[src/rtl/video_src_pkg.sv]
// Shared types for the parallel-video pattern source: FSM states, pattern codes
// and the per-frame geometry snapshot.
package video_src_pkg;

    // Shadow geometry fields are sized for the widest counter the source supports.
    localparam int GEO_WIDTH = 16;

    typedef enum logic [1:0] {
        IDLE,
        ACT,
        HBLK,
        VBLK
    } state_t;

    localparam logic [1:0] PAT_HRAMP = 2'd0;
    localparam logic [1:0] PAT_VRAMP = 2'd1;
    localparam logic [1:0] PAT_CHECK = 2'd2;
    localparam logic [1:0] PAT_FRAME = 2'd3;

    typedef struct packed {
        logic [GEO_WIDTH-1:0] x_active;
        logic [GEO_WIDTH-1:0] x_blank;
        logic [GEO_WIDTH-1:0] y_active;
        logic [GEO_WIDTH-1:0] y_blank;
        logic [1:0]           pattern;
    } geo_t;

    // A zero-length line, blanking interval or frame height cannot be generated.
    function automatic logic geo_ok(input geo_t g);
        return (g.x_active != '0) && (g.x_blank != '0) && (g.y_active != '0);
    endfunction

endpackage

[src/rtl/video_pattern_src_if.sv]
// Parallel-video bus (pixel data plus de/hs/vs) between a source and its consumer.
interface video_pattern_src_if #(
    parameter int DATA_WIDTH = 8
);
    logic [DATA_WIDTH-1:0] do_o;
    logic                  de_o;
    logic                  hs_o;
    logic                  vs_o;

    modport master (output do_o, de_o, hs_o, vs_o);
    modport slave  (input  do_o, de_o, hs_o, vs_o);
endinterface

[src/rtl/video_pattern_px.sv]
// Pixel generator: turns the current x/y/frame position into a registered pixel
// that lines up with the registered de/hs/vs of the source.
module video_pattern_px
    import video_src_pkg::*;
#(
    parameter int DATA_WIDTH = 8,
    parameter int CNT_WIDTH  = 12
) (
    input  logic                  clk,
    input  logic                  rst,
    input  logic                  active,
    input  logic [CNT_WIDTH-1:0]  x,
    input  logic [CNT_WIDTH-1:0]  y,
    input  logic [7:0]            frcnt,
    input  logic [1:0]            pattern,
    output logic [DATA_WIDTH-1:0] pixel
);
    localparam int W = (DATA_WIDTH > CNT_WIDTH + 1) ? DATA_WIDTH : CNT_WIDTH + 1;

    logic [W-1:0] wide;
    logic [W-1:0] unused_wide;

    // Patterns are formed wide enough to hold x+frcnt, then cut to the bus width.
    always_comb begin
        wide = '0;
        case (pattern)
            PAT_HRAMP: wide = W'(x);
            PAT_VRAMP: wide = W'(y);
            PAT_CHECK: wide = (x[3] ^ y[3]) ? '1 : '0;
            PAT_FRAME: wide = W'(x) + W'(frcnt);
            default:   wide = '0;
        endcase
    end

    assign unused_wide = wide;

    // Blanking cycles always carry a zero pixel.
    always_ff @(posedge clk) begin
        if (rst) begin
            pixel <= '0;
        end else begin
            pixel <= active ? wide[DATA_WIDTH-1:0] : '0;
        end
    end

endmodule

[src/rtl/video_pattern_src.sv]
// Parallel-video test source: frame timing FSM with per-frame geometry latching
// and registered de/hs/vs/pixel outputs.
module video_pattern_src
    import video_src_pkg::*;
#(
    parameter int DATA_WIDTH = 8,
    parameter int CNT_WIDTH  = 12
) (
    input  logic                 clk,
    input  logic                 rst,
    input  logic                 en_i,
    input  logic [CNT_WIDTH-1:0] x_active_i,
    input  logic [CNT_WIDTH-1:0] x_blank_i,
    input  logic [CNT_WIDTH-1:0] y_active_i,
    input  logic [CNT_WIDTH-1:0] y_blank_i,
    input  logic [1:0]           pattern_i,
    video_pattern_src_if.master  video,
    output logic [7:0]           frcnt_o,
    output logic                 busy_o,
    output logic                 cfg_err_o
);
    localparam logic [CNT_WIDTH-1:0] ONE = {{(CNT_WIDTH-1){1'b0}}, 1'b1};

    state_t                state;
    state_t                state_next;
    geo_t                  geo;
    geo_t                  geo_in;
    geo_t                  unused_geo;
    logic                  en_q;
    logic                  load;
    logic                  cfg_err;
    logic                  frame_done;
    logic [CNT_WIDTH-1:0]  x;
    logic [CNT_WIDTH-1:0]  y;
    logic [CNT_WIDTH-1:0]  xa;
    logic [CNT_WIDTH-1:0]  xb;
    logic [CNT_WIDTH-1:0]  ya;
    logic [CNT_WIDTH-1:0]  yb;
    logic [CNT_WIDTH-1:0]  x_last;
    logic [CNT_WIDTH-1:0]  xb_last;
    logic [CNT_WIDTH-1:0]  ya_last;
    logic [CNT_WIDTH-1:0]  yb_last;
    logic [CNT_WIDTH-1:0]  line_last;
    logic [7:0]            frcnt;
    logic                  de_n;
    logic                  hs_n;
    logic                  vs_n;
    logic [DATA_WIDTH-1:0] pixel;

    always_comb begin
        geo_in          = '0;
        geo_in.x_active = GEO_WIDTH'(x_active_i);
        geo_in.x_blank  = GEO_WIDTH'(x_blank_i);
        geo_in.y_active = GEO_WIDTH'(y_active_i);
        geo_in.y_blank  = GEO_WIDTH'(y_blank_i);
        geo_in.pattern  = pattern_i;
    end

    assign unused_geo = geo;
    assign xa         = CNT_WIDTH'(geo.x_active);
    assign xb         = CNT_WIDTH'(geo.x_blank);
    assign ya         = CNT_WIDTH'(geo.y_active);
    assign yb         = CNT_WIDTH'(geo.y_blank);
    assign x_last     = xa - ONE;
    assign xb_last    = xb - ONE;
    assign ya_last    = ya - ONE;
    assign yb_last    = yb - ONE;
    assign line_last  = xa + xb - ONE;

    always_ff @(posedge clk) begin
        if (rst) begin
            state <= IDLE;
        end else begin
            state <= state_next;
        end
    end

    // A frame end with the run request still high starts the next frame with
    // freshly latched geometry, so back-to-back frames have no idle gap.
    always_comb begin
        state_next = state;
        load       = 1'b0;
        cfg_err    = 1'b0;
        frame_done = 1'b0;
        case (state)
            IDLE: begin
                if (en_q) begin
                    if (geo_ok(geo_in)) begin
                        load       = 1'b1;
                        state_next = ACT;
                    end else begin
                        cfg_err = 1'b1;
                    end
                end
            end
            ACT: begin
                if (x == x_last) state_next = HBLK;
            end
            HBLK: begin
                if (x == xb_last) begin
                    if (y < ya_last)   state_next = ACT;
                    else if (yb != '0) state_next = VBLK;
                    else               frame_done = 1'b1;
                end
            end
            VBLK: begin
                if ((x == line_last) && (y == yb_last)) frame_done = 1'b1;
            end
            default: state_next = IDLE;
        endcase
        if (frame_done) begin
            if (en_q && geo_ok(geo_in)) begin
                load       = 1'b1;
                state_next = ACT;
            end else begin
                cfg_err    = en_q;
                state_next = IDLE;
            end
        end
    end

    always_comb begin
        de_n = (state == ACT);
        hs_n = (state == HBLK);
        vs_n = (state == ACT) || (state == HBLK);
    end

    // x counts pixels within a line in every state; y counts active lines, then
    // blank lines during vertical blanking.
    always_ff @(posedge clk) begin
        if (rst) begin
            en_q  <= 1'b0;
            geo   <= '0;
            x     <= '0;
            y     <= '0;
            frcnt <= '0;
        end else begin
            en_q <= en_i;
            if (frame_done) frcnt <= frcnt + 8'd1;
            if (load) begin
                geo <= geo_in;
                x   <= '0;
                y   <= '0;
            end else begin
                case (state)
                    ACT: begin
                        x <= (x == x_last) ? '0 : x + ONE;
                    end
                    HBLK: begin
                        if (x == xb_last) begin
                            x <= '0;
                            y <= (y < ya_last) ? y + ONE : '0;
                        end else begin
                            x <= x + ONE;
                        end
                    end
                    VBLK: begin
                        if (x == line_last) begin
                            x <= '0;
                            y <= (y == yb_last) ? '0 : y + ONE;
                        end else begin
                            x <= x + ONE;
                        end
                    end
                    default: ;
                endcase
            end
        end
    end

    always_ff @(posedge clk) begin
        if (rst) begin
            video.de_o <= 1'b0;
            video.hs_o <= 1'b0;
            video.vs_o <= 1'b0;
            busy_o     <= 1'b0;
            cfg_err_o  <= 1'b0;
        end else begin
            video.de_o <= de_n;
            video.hs_o <= hs_n;
            video.vs_o <= vs_n;
            busy_o     <= (state_next != IDLE);
            cfg_err_o  <= cfg_err;
        end
    end

    video_pattern_px #(
        .DATA_WIDTH (DATA_WIDTH),
        .CNT_WIDTH  (CNT_WIDTH)
    ) u_px (
        .clk     (clk),
        .rst     (rst),
        .active  (de_n),
        .x       (x),
        .y       (y),
        .frcnt   (frcnt),
        .pattern (geo.pattern),
        .pixel   (pixel)
    );

    assign video.do_o = pixel;
    assign frcnt_o    = frcnt;

endmodule
[src/flat_wrapper.sv]
// flat-port wrapper written by rule: the top's interface ports become plain ports
module video_pattern_src_flat import video_src_pkg::*;
#(
    parameter int DATA_WIDTH = 8,
    parameter int CNT_WIDTH  = 12
)
  (clk, rst, en_i, x_active_i, x_blank_i, y_active_i, y_blank_i, pattern_i, frcnt_o, busy_o, cfg_err_o, video_do_o, video_de_o, video_hs_o, video_vs_o);
  video_pattern_src_if #(.DATA_WIDTH(DATA_WIDTH)) video_i ();
  input  logic clk;
  input  logic rst;
  input  logic en_i;
  input  logic [CNT_WIDTH-1:0] x_active_i;
  input  logic [CNT_WIDTH-1:0] x_blank_i;
  input  logic [CNT_WIDTH-1:0] y_active_i;
  input  logic [CNT_WIDTH-1:0] y_blank_i;
  input  logic [1:0] pattern_i;
  output logic [7:0] frcnt_o;
  output logic busy_o;
  output logic cfg_err_o;
  output wire logic [$bits(video_i.do_o)-1:0] video_do_o;
  output wire logic [$bits(video_i.de_o)-1:0] video_de_o;
  output wire logic [$bits(video_i.hs_o)-1:0] video_hs_o;
  output wire logic [$bits(video_i.vs_o)-1:0] video_vs_o;
  assign video_do_o = video_i.do_o;
  assign video_de_o = video_i.de_o;
  assign video_hs_o = video_i.hs_o;
  assign video_vs_o = video_i.vs_o;
  video_pattern_src #(.DATA_WIDTH(DATA_WIDTH), .CNT_WIDTH(CNT_WIDTH)) u_core (.clk(clk), .rst(rst), .en_i(en_i), .x_active_i(x_active_i), .x_blank_i(x_blank_i), .y_active_i(y_active_i), .y_blank_i(y_blank_i), .pattern_i(pattern_i), .video(video_i), .frcnt_o(frcnt_o), .busy_o(busy_o), .cfg_err_o(cfg_err_o));
endmodule
[config.mk]
export PLATFORM = sky130hd
export DESIGN_NAME = video_pattern_src_flat
export DESIGN_NICKNAME = d
export VERILOG_FILES = /design/src/rtl/video_src_pkg.sv /design/src/rtl/video_pattern_src_if.sv /design/src/rtl/video_pattern_px.sv /design/src/rtl/video_pattern_src.sv /design/src/flat_wrapper.sv
export SDC_FILE = /design/constraint.sdc
export NUM_CORES = 1
export LEC_CHECK = 0
export ABC_AREA = 0
export ABC_CLOCK_PERIOD_IN_PS = 4900
export CORE_MARGIN = 2
export CORE_UTILIZATION = 30
export CTS_CLUSTER_DIAMETER = 150
export DETAILED_ROUTE_END_ITERATION = 10
export SYNTH_ARGS = -nofsm -noshare
export SYNTH_HDL_FRONTEND = slang
export SYNTH_SLANG_ARGS = --single-unit
[constraint.sdc]
create_clock -name clk -period 4.9 [get_ports clk]
set_input_delay 0.98 -clock clk [delete_from_list [all_inputs] [get_ports clk]]
set_output_delay 0.98 -clock clk [all_outputs]
set_load 0.01 [all_outputs]
# ---- Word level (Yosys, flattened, before mapping)
# Index checks and enable logic that the tools add are counted.
# Widths: inputs -> output; s select.
dict set report totals {
  wordCells 93
  out_inout_bits 21
  input_bits 53
  reg_bits 98
}
dict set report classes {
  order_cmp 1
  eq_ne 12
  addsub 10
  n_reduce_logical 17
  muxes 35
  n_bitwise 2
}
# cell count
set op_table {}
lappend op_table {{$mux 12} 7}
lappend op_table {{$sub 12x1->12 const B} 5}
lappend op_table {{$eq 12x12->1} 4}
lappend op_table {{$reduce_bool 16->1} 3}
lappend op_table {{$pmux 12 s3} 1}
lappend op_table {{$pmux 8 s4} 1}
lappend op_table {{$add 12x1->12 const B} 2}
lappend op_table {{$pmux 12 s2} 1}
lappend op_table {{$mux 1} 15}
lappend op_table {{$mux 2} 7}
lappend op_table {{$add 12x12->12} 1}
lappend op_table {{$lt 12x12->1} 1}
lappend op_table {{$reduce_bool 12->1} 1}
lappend op_table {{$add 8x1->8 const B} 1}
lappend op_table {{$add 8x8->8} 1}
lappend op_table {{$eq 2x2->1 const B} 4}
lappend op_table {{$mux 8} 1}
lappend op_table {{$pmux 2 s3} 1}
lappend op_table {{$eq 2x1->1 const B} 2}
lappend op_table {{$logic_and 1x1->1} 4}
lappend op_table {{$logic_not 2->1} 2}
lappend op_table {{$reduce_bool 2->1} 2}
lappend op_table {{$reduce_or 2->1} 2}
lappend op_table {{$reduce_and 3->1} 1}
lappend op_table {{other kinds (7)} 7}

# ---- Logic depth before layout (Yosys ltp)
# Gate-level depths: netlist of the first run.
dict set report logic_depth {
  depth_word 9
  ltp_mapped 17
  ltp_nobuf 15
}

# ---- Modules after synthesis
# From an unflattened synthesis of the first run, not the netlist that was laid out.
dict set report hier_totals {
  cells_unflattened 864
  area_unflattened_um2 7110.6
}
# module instances cells_per_inst seq_area_each_um2 area_each_um2
set by_module_without_submodules {}
lappend by_module_without_submodules {video_pattern_src 1 778 1801.7 6407.4}
lappend by_module_without_submodules {video_pattern_px 1 86 160.2 703.2}

# ---- Worst setup path after synthesis of the first run
# OpenSTA, ideal clock, no wires.
dict set report synth_timing {
  path_type {reg2reg}
  start {register u_core.geo[36] (netlist bit)}
  end {register u_core.geo[50] (netlist bit)}
  path_buffers 3
  path_stages_with_launch 17
  setup_ns 0.128
  path_slack_ns 1.192
  required_ns 4.772
  t_arrival_ns 3.580
  period_less_slack_ns 3.708
  cell_sequence {dfxtp_1 -> clkbuf_1 -> inv_1 -> ha_1 -> inv_1 -> fa_1 -> xor2_1 -> xnor2_1 -> nand4_1 -> or4_1 -> nor4_1 -> a32oi_2 -> a21oi_2 -> buf_6 -> buf_8 -> mux2i_1 -> nor2_1}
}
dict set report synth_between {
  elab_chain_len 7
  elab_cells_between_ends 10
  cone_classes {add/sub (3); eq/ne (2); mux (4); reduce/logical (1)}
}
# item line
set synth_lines {}
lappend synth_lines {{from (decl)} video_pattern_src.sv:26} ;# geo_t geo;
lappend synth_lines {{from (signal assigned)} video_pattern_src.sv:141} ;# geo <= geo_in;
lappend synth_lines {{$add 12x12->12} video_pattern_src.sv:68} ;# assign line_last = xa + xb - ONE;
lappend synth_lines {{$sub 12x1->12} video_pattern_src.sv:68}
lappend synth_lines {{$eq 12x12->1} video_pattern_src.sv:107} ;# if ((x == line_last) && (y == yb_last)) frame_done = 1'b1;
lappend synth_lines {{$logic_and 1x1->1} video_pattern_src.sv:107}
lappend synth_lines {{$mux 1} video_pattern_src.sv:107}
lappend synth_lines {{$pmux 1 s2 (*)} video_pattern_src.sv:85} ;# case (state)
lappend synth_lines {{$mux 1 (*)} video_pattern_src.sv:111} ;# if (frame_done) begin
# Mark *: on every way between the ends. The rest lies on a longest branch, timed or not.
# A chain may end at the register's enable or synchronous reset.

# ---- Worst setup path in the final report of the first run
dict set report layout_timing {
  start {register u_core.geo[35] (netlist bit)}
  end {register u_core.x[11]}
}
dict set report layout_between {
  elab_chain_len 8
  elab_cells_between_ends 14
  cone_classes {add/sub (3); eq/ne (2); mux (7); reduce/logical (2)}
}
# item line
set layout_lines {}
lappend layout_lines {{$add 12x12->12} video_pattern_src.sv:68}
lappend layout_lines {{$sub 12x1->12} video_pattern_src.sv:68}
lappend layout_lines {{$eq 12x12->1} {video_pattern_src.sv:107, video_pattern_src.sv:158}}
lappend layout_lines {{$logic_and 1x1->1} video_pattern_src.sv:107}
lappend layout_lines {{$mux 1} video_pattern_src.sv:107}
lappend layout_lines {{$pmux 1 s2} video_pattern_src.sv:85}
lappend layout_lines {{$mux 1} video_pattern_src.sv:111}
lappend layout_lines {{$reduce_or 2->1 (no line)} n/a}
lappend layout_lines {{to (signal assigned)} video_pattern_src.sv:147} ;# x <= (x == x_last) ? '0 : x + ONE;
lappend layout_lines {{to (signal assigned)} video_pattern_src.sv:154} ;# x <= x + ONE;
lappend layout_lines {{to (signal assigned)} video_pattern_src.sv:162} ;# x <= x + ONE;
lappend layout_lines {{to (decl)} video_pattern_src.sv:33} ;# logic [CNT_WIDTH-1:0] x;
# Several ways; a longest one is shown, not always the timed one.

==> results of run 1 <==
==> worst paths after layout <==
| path | from | endpoint | slack (ps) | depth (start not counted) |
|---|---|---|---|---|
| worst min register to register | u_core.geo[28] | u_core.geo[28] | 550 | 2 |
| worst max register to register | u_core.geo[35] | u_core.x[11] | 420 | 14 |
| worst min-delay path | u_core.geo[28] | u_core.geo[28] | 550 | 2 |
| worst max-delay path | u_core.geo[35] | u_core.x[11] | 420 | 14 |
==> through the flow <==
step,std cells,instance area [µm²],power [W],util (%)
detailed placement,1207,8013,0.001390,34.44
finish,1223,8317,0.002117,35.75
global route,1223,8317,0.002240,35.75
global placement,1207,8013,0.001385,34.44
floorplan,849,7049,0.001261,-
CTS,1223,8317,0.002143,35.75
==> cell usage in the layout, fill, tap and decap left out, drive strengths merged, types with 9 or more instances in the layout <==
master         instances
a21o                  14
a21oi                 30
and3                  10
buf                   12
clkbuf                11
clkdlybuf4s50         72
dfxtp                 98
ha                    52
inv                   63
mux2i                 53
nand2                 45
nand3                 29
nand4                 21
nor2                 107
nor2b                  9
nor3                  26
nor4                  18
o21ai                 14
xnor2                 68
xor2                  39
==> routing by layer <==
metal / vias up / global-route usage [%] / share of wire [%]
met2: 116 / 26.76 / 48
met3: 10 / 2.340 / 3.9
li1: 3078 / - / -
met5: - / 0 / 0
met1: 2847 / 19.61 / 47
met4: 0 / 4.026 / 1.0
==> kinds of logic (layout without fill, tap and decap cells) <==
group / count (synthesis) / count (layout)
buf+inv: 107 / 162
simple gates: 307 / 307
mux: 55 / 55
xor+xnor: 107 / 107
fa+ha+maj: 54 / 54
compound gates: 121 / 121
flops: 98 / 98
==> flip-flops by register name, summed over array words and instances (netlist names) <==
| name | flops |
|---|---|
| u_core.u_px.pixel | 8 |
| u_core.video.de_o | 1 |
| u_core.geo | 50 |
| u_core.state | 2 |
| u_core.en_q | 1 |
| u_core.cfg_err_o | 1 |
| u_core.y | 12 |
| u_core.frcnt_o | 8 |
| u_core.video.hs_o | 1 |
| u_core.video.vs_o | 1 |
| u_core.busy_o | 1 |
| u_core.x | 12 |
==> where the power goes <==
| part | leakage, nW | internal (W) | total [W] | switching (W) |
|---|---|---|---|---|
| registers | 0.796 | 0.000822 | 0.000861 | 0.0000392 |
| clock network | 0.150 | 0.000413 | 0.000743 | 0.000330 |
| logic | 2.27 | 0.000250 | 0.000513 | 0.000264 |
==> worst min-delay path, delay by kind of cell (launching register included) <==
kind / cells / cell delay (ps)
muxes: 1 / 130
and+or+nand+nor: 1 / 50
DFF: 1 / 340
==> area by class of cell <==
type | instances | area (µm²) | area share (%)
repair buffers | 84 | 820.8 | 9.869
inverters | 62 | 232.7 | 2.798
well taps | 319 | 399.1 | 4.799
flip-flops and latches | 98 | 1962 | 23.59
clock inverters | 5 | 61.31 | 0.7372
clock buffers | 11 | 242.7 | 2.919
multi-input cells | 644 | 4598 | 55.29
==> results.sh, run 1 <==
export IMPL_cp_top_family="simple AND/OR/NAND/NOR gates"
export IMPL_cts_setup_buffers=0
export IMPL_yosysSeqAreaShare_pct=27.83
export IMPL_routed_wl_mm=18.44
export IMPL_cap_violations=0
export IMPL_worstMarginPinSlew_ps=1032
export IMPL_max_stage_delay_ps=640
export IMPL_wire_per_inst_um=15.08
export IMPL_drtIter0Drc=307
export IMPL_grt_pass1_vias=5763
export IMPL_synthAdderAreaFrac_pct=9.798
export IMPL_clk_pin_slew_ps=70
export IMPL_start_kind="register"
export IMPL_die_area_um2=24740
export IMPL_drive_gt1_share_pct=4.757
export IMPL_synth_compound_area_share_pct=12.58
export IMPL_initial_core_util_pct=30.30
export IMPL_crit_arrival_ps=4710
export IMPL_grt_max_degree=43
export IMPL_cts_max_level=3
export IMPL_synth_cells=849
export IMPL_ios=74
export IMPL_fin_skew_ps=10.17
export IMPL_cts_tree="yes"
export IMPL_synth_mux_area_share_pct=7.845
export IMPL_period_needed_ps=4483
export IMPL_ant_nets=0
export IMPL_viasPerCell=4.948
export IMPL_synth_area_um2=7049
export IMPL_post_synth_and_or_nand_nor_area_fraction_pct=21.60
export IMPL_cellLeakagePower_nw=3.217
export IMPL_fp_dieH_um=157.3
export IMPL_whs_ps=550.0
export IMPL_setup_viol=0
export IMPL_final_max_slew_viol_count=0
export IMPL_crit_chain="inv_1 -> ha_1 -> inv_1 -> ha_1 -> fa_1 -> xor2_1 -> xnor2_1 -> nand4_1 -> or4_1 -> nor4_1 -> a21oi_1 -> a211o_1 -> o221ai_2 -> nor2_1"
export IMPL_antenna_found_initial=0
export IMPL_clkSinkCount=98
export IMPL_rows=56
export IMPL_synth_top_family_by_area="simple AND/OR/NAND/NOR gates"
export IMPL_slew_headroom_pct=29.42
export IMPL_synth_edf_count=0
export IMPL_post_route_period_util_pct=91.50
export IMPL_num_antenna_cells=0
export IMPL_synthTopCellsByArea="dfxtp_1, ha_1, xnor2_1, mux2i_1, nor2_1"
export IMPL_synth_warnings=0
export IMPL_synth_most_common_cell="nor2_1"
export IMPL_fmax_mhz=223.0
export IMPL_track_usage_pct=15.31
export IMPL_p_per_area_nw_per_um2=254.6
export IMPL_ctsHoldBuffers=0
export IMPL_placement_io_buffers=73
export IMPL_synth_common_cells="nor2_1, dfxtp_1, xnor2_1"
export IMPL_grt_pass1_wl_mm=29.95
export IMPL_hold_path_class="reg2reg"
export IMPL_tns_ps=0
export IMPL_clk_latency_ps=360
export IMPL_synth_distinct_cells=69
export IMPL_crit_buf_inv=2
export IMPL_netlist_area_leader_share_pct=27.83
export IMPL_dr_pass1_iters=5
export IMPL_cts_buffers=9
export IMPL_yosys_area_share_xor_xnor_pct=13.29
export IMPL_areaGrowthSynthToFinish_pct=17.98
export IMPL_synth_flop_cell="dfxtp_1"
export IMPL_cp_slowest_cell="nor4_1"
export IMPL_post_dp_hpwl_mm=14.03
export IMPL_cp_required_ps=5130
export IMPL_n_fill_cell=2449
export IMPL_coreArea_um2=23260
export IMPL_num_vias=6051
export IMPL_synthArstFlopShare_pct=0
export IMPL_synth_nets=956
export IMPL_cts_root_buf="clkbuf_16"
export IMPL_syn_avg_cell_area_um2=8.303
export IMPL_cp_end_kind="register"
export IMPL_fin_nets=1006
export IMPL_die_w_um=157.3
export IMPL_ir_drop_v=0.0001317
export IMPL_grt_overflow=0
export IMPL_status="completed"
export IMPL_finalHoldViolCount=0
export IMPL_place_gp_congestion=0.8479
export IMPL_synth_top_cell_by_area="dfxtp_1"
export IMPL_rsz0062_at_grt="false"
export IMPL_ctsResizeCount=0
export IMPL_cts_max_path_buffers=2
export IMPL_crit_type="reg2reg"
export IMPL_drcViolationCount=0
export IMPL_post_place_ws_ps=431.1
export IMPL_ys_ff_latch=98
export IMPL_setup_ws_ps=416.7
export IMPL_cp_max_fo=13
No activity file was read; power rests on OpenSTA's default activity.
==> run 2, diff against run 1 <==
--- a/config.mk
+++ b/config.mk
@@ -8,9 +8,11 @@
 export ABC_AREA = 0
 export ABC_CLOCK_PERIOD_IN_PS = 4900
 export CORE_MARGIN = 2
-export CORE_UTILIZATION = 30
+export CORE_UTILIZATION = 58
+export CTS_BUF_LIST = sky130_fd_sc_hd__clkbuf_8 sky130_fd_sc_hd__clkbuf_16
 export CTS_CLUSTER_DIAMETER = 150
 export DETAILED_ROUTE_END_ITERATION = 10
+export PLACE_DENSITY_LB_ADDON = 0.3
 export SYNTH_ARGS = -nofsm -noshare
 export SYNTH_HDL_FRONTEND = slang
 export SYNTH_SLANG_ARGS = --single-unit
==> run 2 against run 1 <==
Sequential cell count unchanged. Die area decreased by 47%. Maximum frequency increased by 2.0%. Sequential share of layout area increased by 0.72 points. Register-to-register slack improved by 90 ps. Global-route usage increased by 11 points. Clock skew decreased by 1.9 ps. Worst hold slack got worse by 42 ps. Largest power group unchanged. Total power increased by 0.29%. Worst setup slack improved by 90 ps. First-iteration DRC count increased by 41%.
==> results.sh, run 2 (synthesized netlist as in run 1, its figures left out) <==
export IMPL_drtIter0Drc=434
export IMPL_p_sw_w=0.0006238
export IMPL_fin_skew_ps=8.268
export IMPL_seq_power_share_pct=40.6
export IMPL_crit_type="reg2reg"
export IMPL_die_w_um=114.2
export IMPL_grt_max_degree=44
export IMPL_final_max_slew_viol_count=0
export IMPL_power_w=0.002123
export IMPL_start_kind="register"
export IMPL_cp_required_ps=5130
export IMPL_viasPerCell=5.828
export IMPL_rsz0062_at_grt="false"
export IMPL_rows=40
export IMPL_wire_per_inst_um=16.08
export IMPL_reg_top3="u_core.geo (50), u_core.x (12), u_core.y (12)"
export IMPL_post_route_period_util_pct=89.66
export IMPL_dr_pass1_iters=5
export IMPL_grt_overflow=0
export IMPL_status="completed"
export IMPL_finalHoldViolCount=0
export IMPL_fin_nets=1001
export IMPL_cts_tree="yes"
export IMPL_layout_common_cells="nor2_1, dfxtp_1, clkdlybuf4s50_1, xnor2_1, inv_1"
export IMPL_p_per_area_nw_per_um2=263.1
export IMPL_final_common_cell="nor2_1"
export IMPL_post_dp_hpwl_mm=12.69
export IMPL_grt_pass1_wl_mm=27.58
export IMPL_track_usage_pct=26.35
export IMPL_slew_headroom_pct=39.89
export IMPL_switching_share_pct=29.38
export IMPL_fmax_mhz=227.6
export IMPL_largest_reg_flops=50
export IMPL_placement_io_buffers=73
export IMPL_num_vias=6090
export IMPL_ios=74
export IMPL_place_gp_congestion=0.8867
export IMPL_cts_buffers=9
export IMPL_period_needed_ps=4394
export IMPL_cts_setup_buffers=0
export IMPL_coreArea_um2=11960
export IMPL_clkSinkCount=98
export IMPL_ir_drop_v=0.0001866
export IMPL_clkPwrFrac_pct=35.0
export IMPL_grt_pass1_vias=5704
export IMPL_cts_max_path_buffers=2
export IMPL_cap_violations=0
export IMPL_ctsResizeCount=0
export IMPL_setup_ws_ps=506.4
export IMPL_fp_dieH_um=114.2
export IMPL_clk_pin_slew_ps=70
export IMPL_cp_max_fo=43
export IMPL_drive_gt1_share_pct=4.232
export IMPL_areaGrowthSynthToFinish_pct=14.50
export IMPL_worstMarginPinSlew_ps=879.0
export IMPL_tns_ps=0
export IMPL_cts_max_level=3
export IMPL_top_register="u_core.geo"
export IMPL_num_antenna_cells=0
export IMPL_pwr_share_comb_pct=24.4
export IMPL_p_int_w=0.001499
export IMPL_drcViolationCount=0
export IMPL_hold_path_class="reg2reg"
export IMPL_whs_ps=507.5
export IMPL_setup_viol=0
export IMPL_cp_end_kind="register"
export IMPL_cellLeakagePower_nw=3.194
export IMPL_placed_cell_area_um2=7760
export IMPL_routed_wl_mm=16.80
export IMPL_ctsHoldBuffers=0
export IMPL_antenna_found_initial=0
export IMPL_ant_nets=0
export IMPL_clk_latency_ps=350
export IMPL_n_fill_cell=1005
export IMPL_fin_area_um2=8071
export IMPL_post_place_ws_ps=595.6
export IMPL_initial_core_util_pct=58.93
export IMPL_cts_root_buf="clkbuf_16"
export IMPL_die_area_um2=13050
export IMPL_crit_arrival_ps=4630
[run 2: cell count changes in the layout (fill, tap and decap cells not counted)]
cell | before | now
clkinv_4 | 2 | 1
clkbuf_8 | 1 | 2
clkbuf_1 | 1 | 0
buf_4 | 10 | 5
clkinv_2 | 1 | 0
inv_8 | 0 | 1
[run 2: routing by layer]
| layer | GRT usage [%] | wire length [µm] | vias up |
|---|---|---|---|
| met2 | 44.48 | 7885 | 171 |
| li1 | - | - | 3061 |
| met3 | 4.023 | 690 | 33 |
| met4 | 8.699 | 374 | 0 |
| met1 | 34.55 | 7849 | 2825 |
| met5 | 0 | 0 | - |
[run 2: power by group through the flow]
stage                     registers (W)  clock network (W)  logic (W)
after global placement         0.000878                  0   0.000500
after detailed placement       0.000878                  0   0.000508
after CTS                      0.000860           0.000751   0.000513
after floorplan                0.000861                  0   0.000400
final                          0.000861           0.000744   0.000518
after global routing           0.000865           0.000781   0.000572
[run 2: worst max-delay path, cell delays in order, from the launching register on]
cell	delay [ps]
dfxtp_1	410
inv_1	100
ha_1	290
inv_1	50
ha_1	210
fa_1	410
xor2_1	180
xnor2_1	140
nand4_1	110
or4_1	480
nor4_1	610
a32oi_2	290
a21oi_4	240
buf_12	300
a211o_1	350
nor2_1	90
[run 2: worst paths after layout]
path | cells after the start | end | slack (ps) | start
worst max-delay path | 15 | u_core.y[0] | 510 | u_core.geo[35]
worst min register to register | 2 | u_core.cfg_err_o | 510 | u_core.en_q
worst max register to register | 15 | u_core.y[0] | 510 | u_core.geo[35]
worst min-delay path | 2 | u_core.cfg_err_o | 510 | u_core.en_q
[run 2: final cells by class]
cell class	count	area, µm²	area share (%)
timing repair buffer	79	783.3	9.704
clock buffer	11	252.7	3.131
multi-input combinational	644	4598	56.97
inverter	62	232.7	2.883
clock inverter	4	58.81	0.7286
sequential	98	1962	24.31
tap	147	183.9	2.279
[run 2: metrics by stage]
stage               utilization [%]  cells
floorplan                         -    849
global placement              64.87   1030
detailed placement            64.87   1030
CTS                           67.48   1045
global route                  67.48   1045
finish                        67.48   1045
==> run 3, diff against run 2 <==
--- a/config.mk
+++ b/config.mk
@@ -13,6 +13,8 @@
 export CTS_CLUSTER_DIAMETER = 150
 export DETAILED_ROUTE_END_ITERATION = 10
 export PLACE_DENSITY_LB_ADDON = 0.3
+export RECOVER_POWER = 100
+export SETUP_SLACK_MARGIN = 0.5
 export SYNTH_ARGS = -nofsm -noshare
 export SYNTH_HDL_FRONTEND = slang
 export SYNTH_SLANG_ARGS = --single-unit
==> run 3 against run 2 <==
The flow now finishes with violations (capacitance limit, slew limit). Sequential share of layout area about the same. Worst hold slack hardly changed. Worst setup slack got worse by 22 ps. Sequential power about the same. Critical endpoint is now u_core.geo[53].
==> results.sh, run 3 (synthesized netlist as in run 1, its figures left out) <==
export IMPL_status="finished with violations"
export IMPL_failed_checks="capacitance limit, slew limit"
export IMPL_grt_pass1_vias=5704
export IMPL_coreArea_um2=11960
export IMPL_fp_dieH_um=114.2
export IMPL_regArea_um2=1962
export IMPL_crit_type="reg2reg"
export IMPL_seq_power_share_pct=40.6
export IMPL_track_usage_pct=26.35
export IMPL_tns_ps=0
export IMPL_ant_nets=0
export IMPL_hold_depth=2
export IMPL_final_common_cell="nor2_1"
export IMPL_clkSinkCount=98
export IMPL_fin_area_um2=8058
export IMPL_drcViolationCount=0
export IMPL_cts_setup_buffers=0
export IMPL_setup_ws_ps=484.5
export IMPL_antenna_found_initial=0
export IMPL_cp_required_ps=5060
export IMPL_placement_io_buffers=73
export IMPL_drtIter0Drc=393
export IMPL_initial_core_util_pct=58.93
export IMPL_fin_nets=1001
export IMPL_num_vias=6091
export IMPL_largest_reg_flops=50
export IMPL_routed_wl_mm=16.78
export IMPL_post_route_period_util_pct=90.11
export IMPL_setup_viol=0
export IMPL_period_needed_ps=4416
export IMPL_post_place_ws_ps=595.6
export IMPL_cp_max_fo=11
export IMPL_cellLeakagePower_nw=3.248
export IMPL_place_gp_congestion=0.8867
export IMPL_min_to="u_core.cfg_err_o"
export IMPL_ctsResizeCount=0
export IMPL_grt_max_degree=44
export IMPL_clk_pin_slew_ps=60
export IMPL_p_int_w=0.001498
export IMPL_viasPerCell=5.829
export IMPL_reg_top3="u_core.geo (50), u_core.x (12), u_core.y (12)"
export IMPL_cts_root_buf="clkbuf_16"
export IMPL_cts_buffers=9
export IMPL_die_area_um2=13050
export IMPL_worstReg2RegEnd="u_core.geo[53]"
export IMPL_cts_max_path_buffers=2
export IMPL_p_per_area_nw_per_um2=263.0
export IMPL_top_register="u_core.geo"
export IMPL_fin_skew_ps=8.747
export IMPL_worstMarginPinSlew_ps=1990
export IMPL_die_w_um=114.2
export IMPL_ir_drop_v=0.0001862
export IMPL_r2r_setup_slack_ps=480
export IMPL_hold_path_class="reg2reg"
export IMPL_ios=74
export IMPL_wire_per_inst_um=16.05
export IMPL_ctsHoldBuffers=0
export IMPL_final_max_slew_viol_count=40
export IMPL_cap_violations=1
export IMPL_n_fill_cell=1008
export IMPL_drive_gt1_share_pct=4.009
export IMPL_rsz0062_at_grt="false"
export IMPL_p_sw_w=0.0006213
export IMPL_crit_arrival_ps=4580
export IMPL_areaGrowthSynthToFinish_pct=14.31
export IMPL_cts_max_level=3
export IMPL_rows=40
export IMPL_layout_common_cells="nor2_1, dfxtp_1, xnor2_1, inv_1, mux2i_1"
export IMPL_finalHoldViolCount=0
export IMPL_cts_tree="yes"
export IMPL_post_dp_hpwl_mm=12.69
export IMPL_start_kind="register"
export IMPL_min_from="u_core.en_q"
export IMPL_multiInputGateArea_um2=4592
export IMPL_num_antenna_cells=0
export IMPL_grt_overflow=0
export IMPL_grt_pass1_wl_mm=27.58
export IMPL_r2r_start="u_core.geo[35]"
export IMPL_pwr_share_comb_pct=24.3
export IMPL_slew_headroom_pct=-32.68
export IMPL_clk_latency_ps=350
export IMPL_switching_share_pct=29.32
export IMPL_placed_cell_area_um2=7760
export IMPL_clkPwrFrac_pct=35.1
export IMPL_fmax_mhz=226.5
export IMPL_cp_end_kind="register"
export IMPL_dr_pass1_iters=5
export IMPL_rr_worst_depth=15
## run 3: power by group through the flow
stage / logic (W) / registers, W / clock network [W]
3_5_place_dp: 0.000508 / 0.000878 / 0
5_1_grt: 0.000569 / 0.000865 / 0.000781
4_1_cts: 0.000513 / 0.000860 / 0.000751
3_3_place_gp: 0.000500 / 0.000878 / 0
6_report: 0.000515 / 0.000861 / 0.000743
2_1_floorplan: 0.000400 / 0.000861 / 0
## run 3: critical path: stages, from the launching register on
cell	delay (ps)
dfxtp_1	420
inv_1	100
ha_1	290
inv_1	40
ha_1	210
fa_1	410
xor2_1	180
xnor2_1	130
nand4_1	100
or4_1	480
nor4_1	540
a32oi_1	350
a21oi_4	260
clkbuf_2	400
mux2i_1	240
nor2_1	50
## run 3: per-layer routing
metal	up-vias	GRT usage (%)	share of wire, %	routed length (µm)
li1	3063	-	-	-
met2	152	44.48	47	7877
met5	-	0	0	0
met4	0	8.699	2.3	387
met1	2843	34.55	47	7841
met3	33	4.023	4.0	670
## run 3: how the worst max path moves through the flow
stage                     end      startpoint  cells after the start  slack (ps)
2_1_floorplan  u_core.geo[50]  u_core.geo[36]                     16        1190
3_3_place_gp     u_core.y[10]  u_core.geo[35]                     15         690
3_5_place_dp      u_core.y[6]  u_core.geo[35]                     15         600
4_1_cts           u_core.y[0]  u_core.geo[35]                     15         530
5_1_grt        u_core.geo[52]  u_core.geo[35]                     15         270
6_report       u_core.geo[53]  u_core.geo[35]                     15         480
## run 3: layout make-up
type,count,share of cell area [%]
Multi-Input combinational cell,644,56.99
Clock buffer,11,3.137
Tap cell,147,2.283
Clock inverter,4,0.7298
Sequential cell,98,24.35
Timing Repair Buffer,79,9.627
Inverter,62,2.888
## run 3: through the flow
stage          total power (W)  cells  hold slack (ps)  util (%)
2_1_floorplan         0.001261    849            422.1         -
3_3_place_gp          0.001378   1030            491.2     64.87
3_5_place_dp          0.001387   1030            510.8     64.87
4_1_cts               0.002124   1045            520.2     67.48
5_1_grt               0.002215   1045            570.3     67.36
6_report              0.002119   1045            507.3     67.36
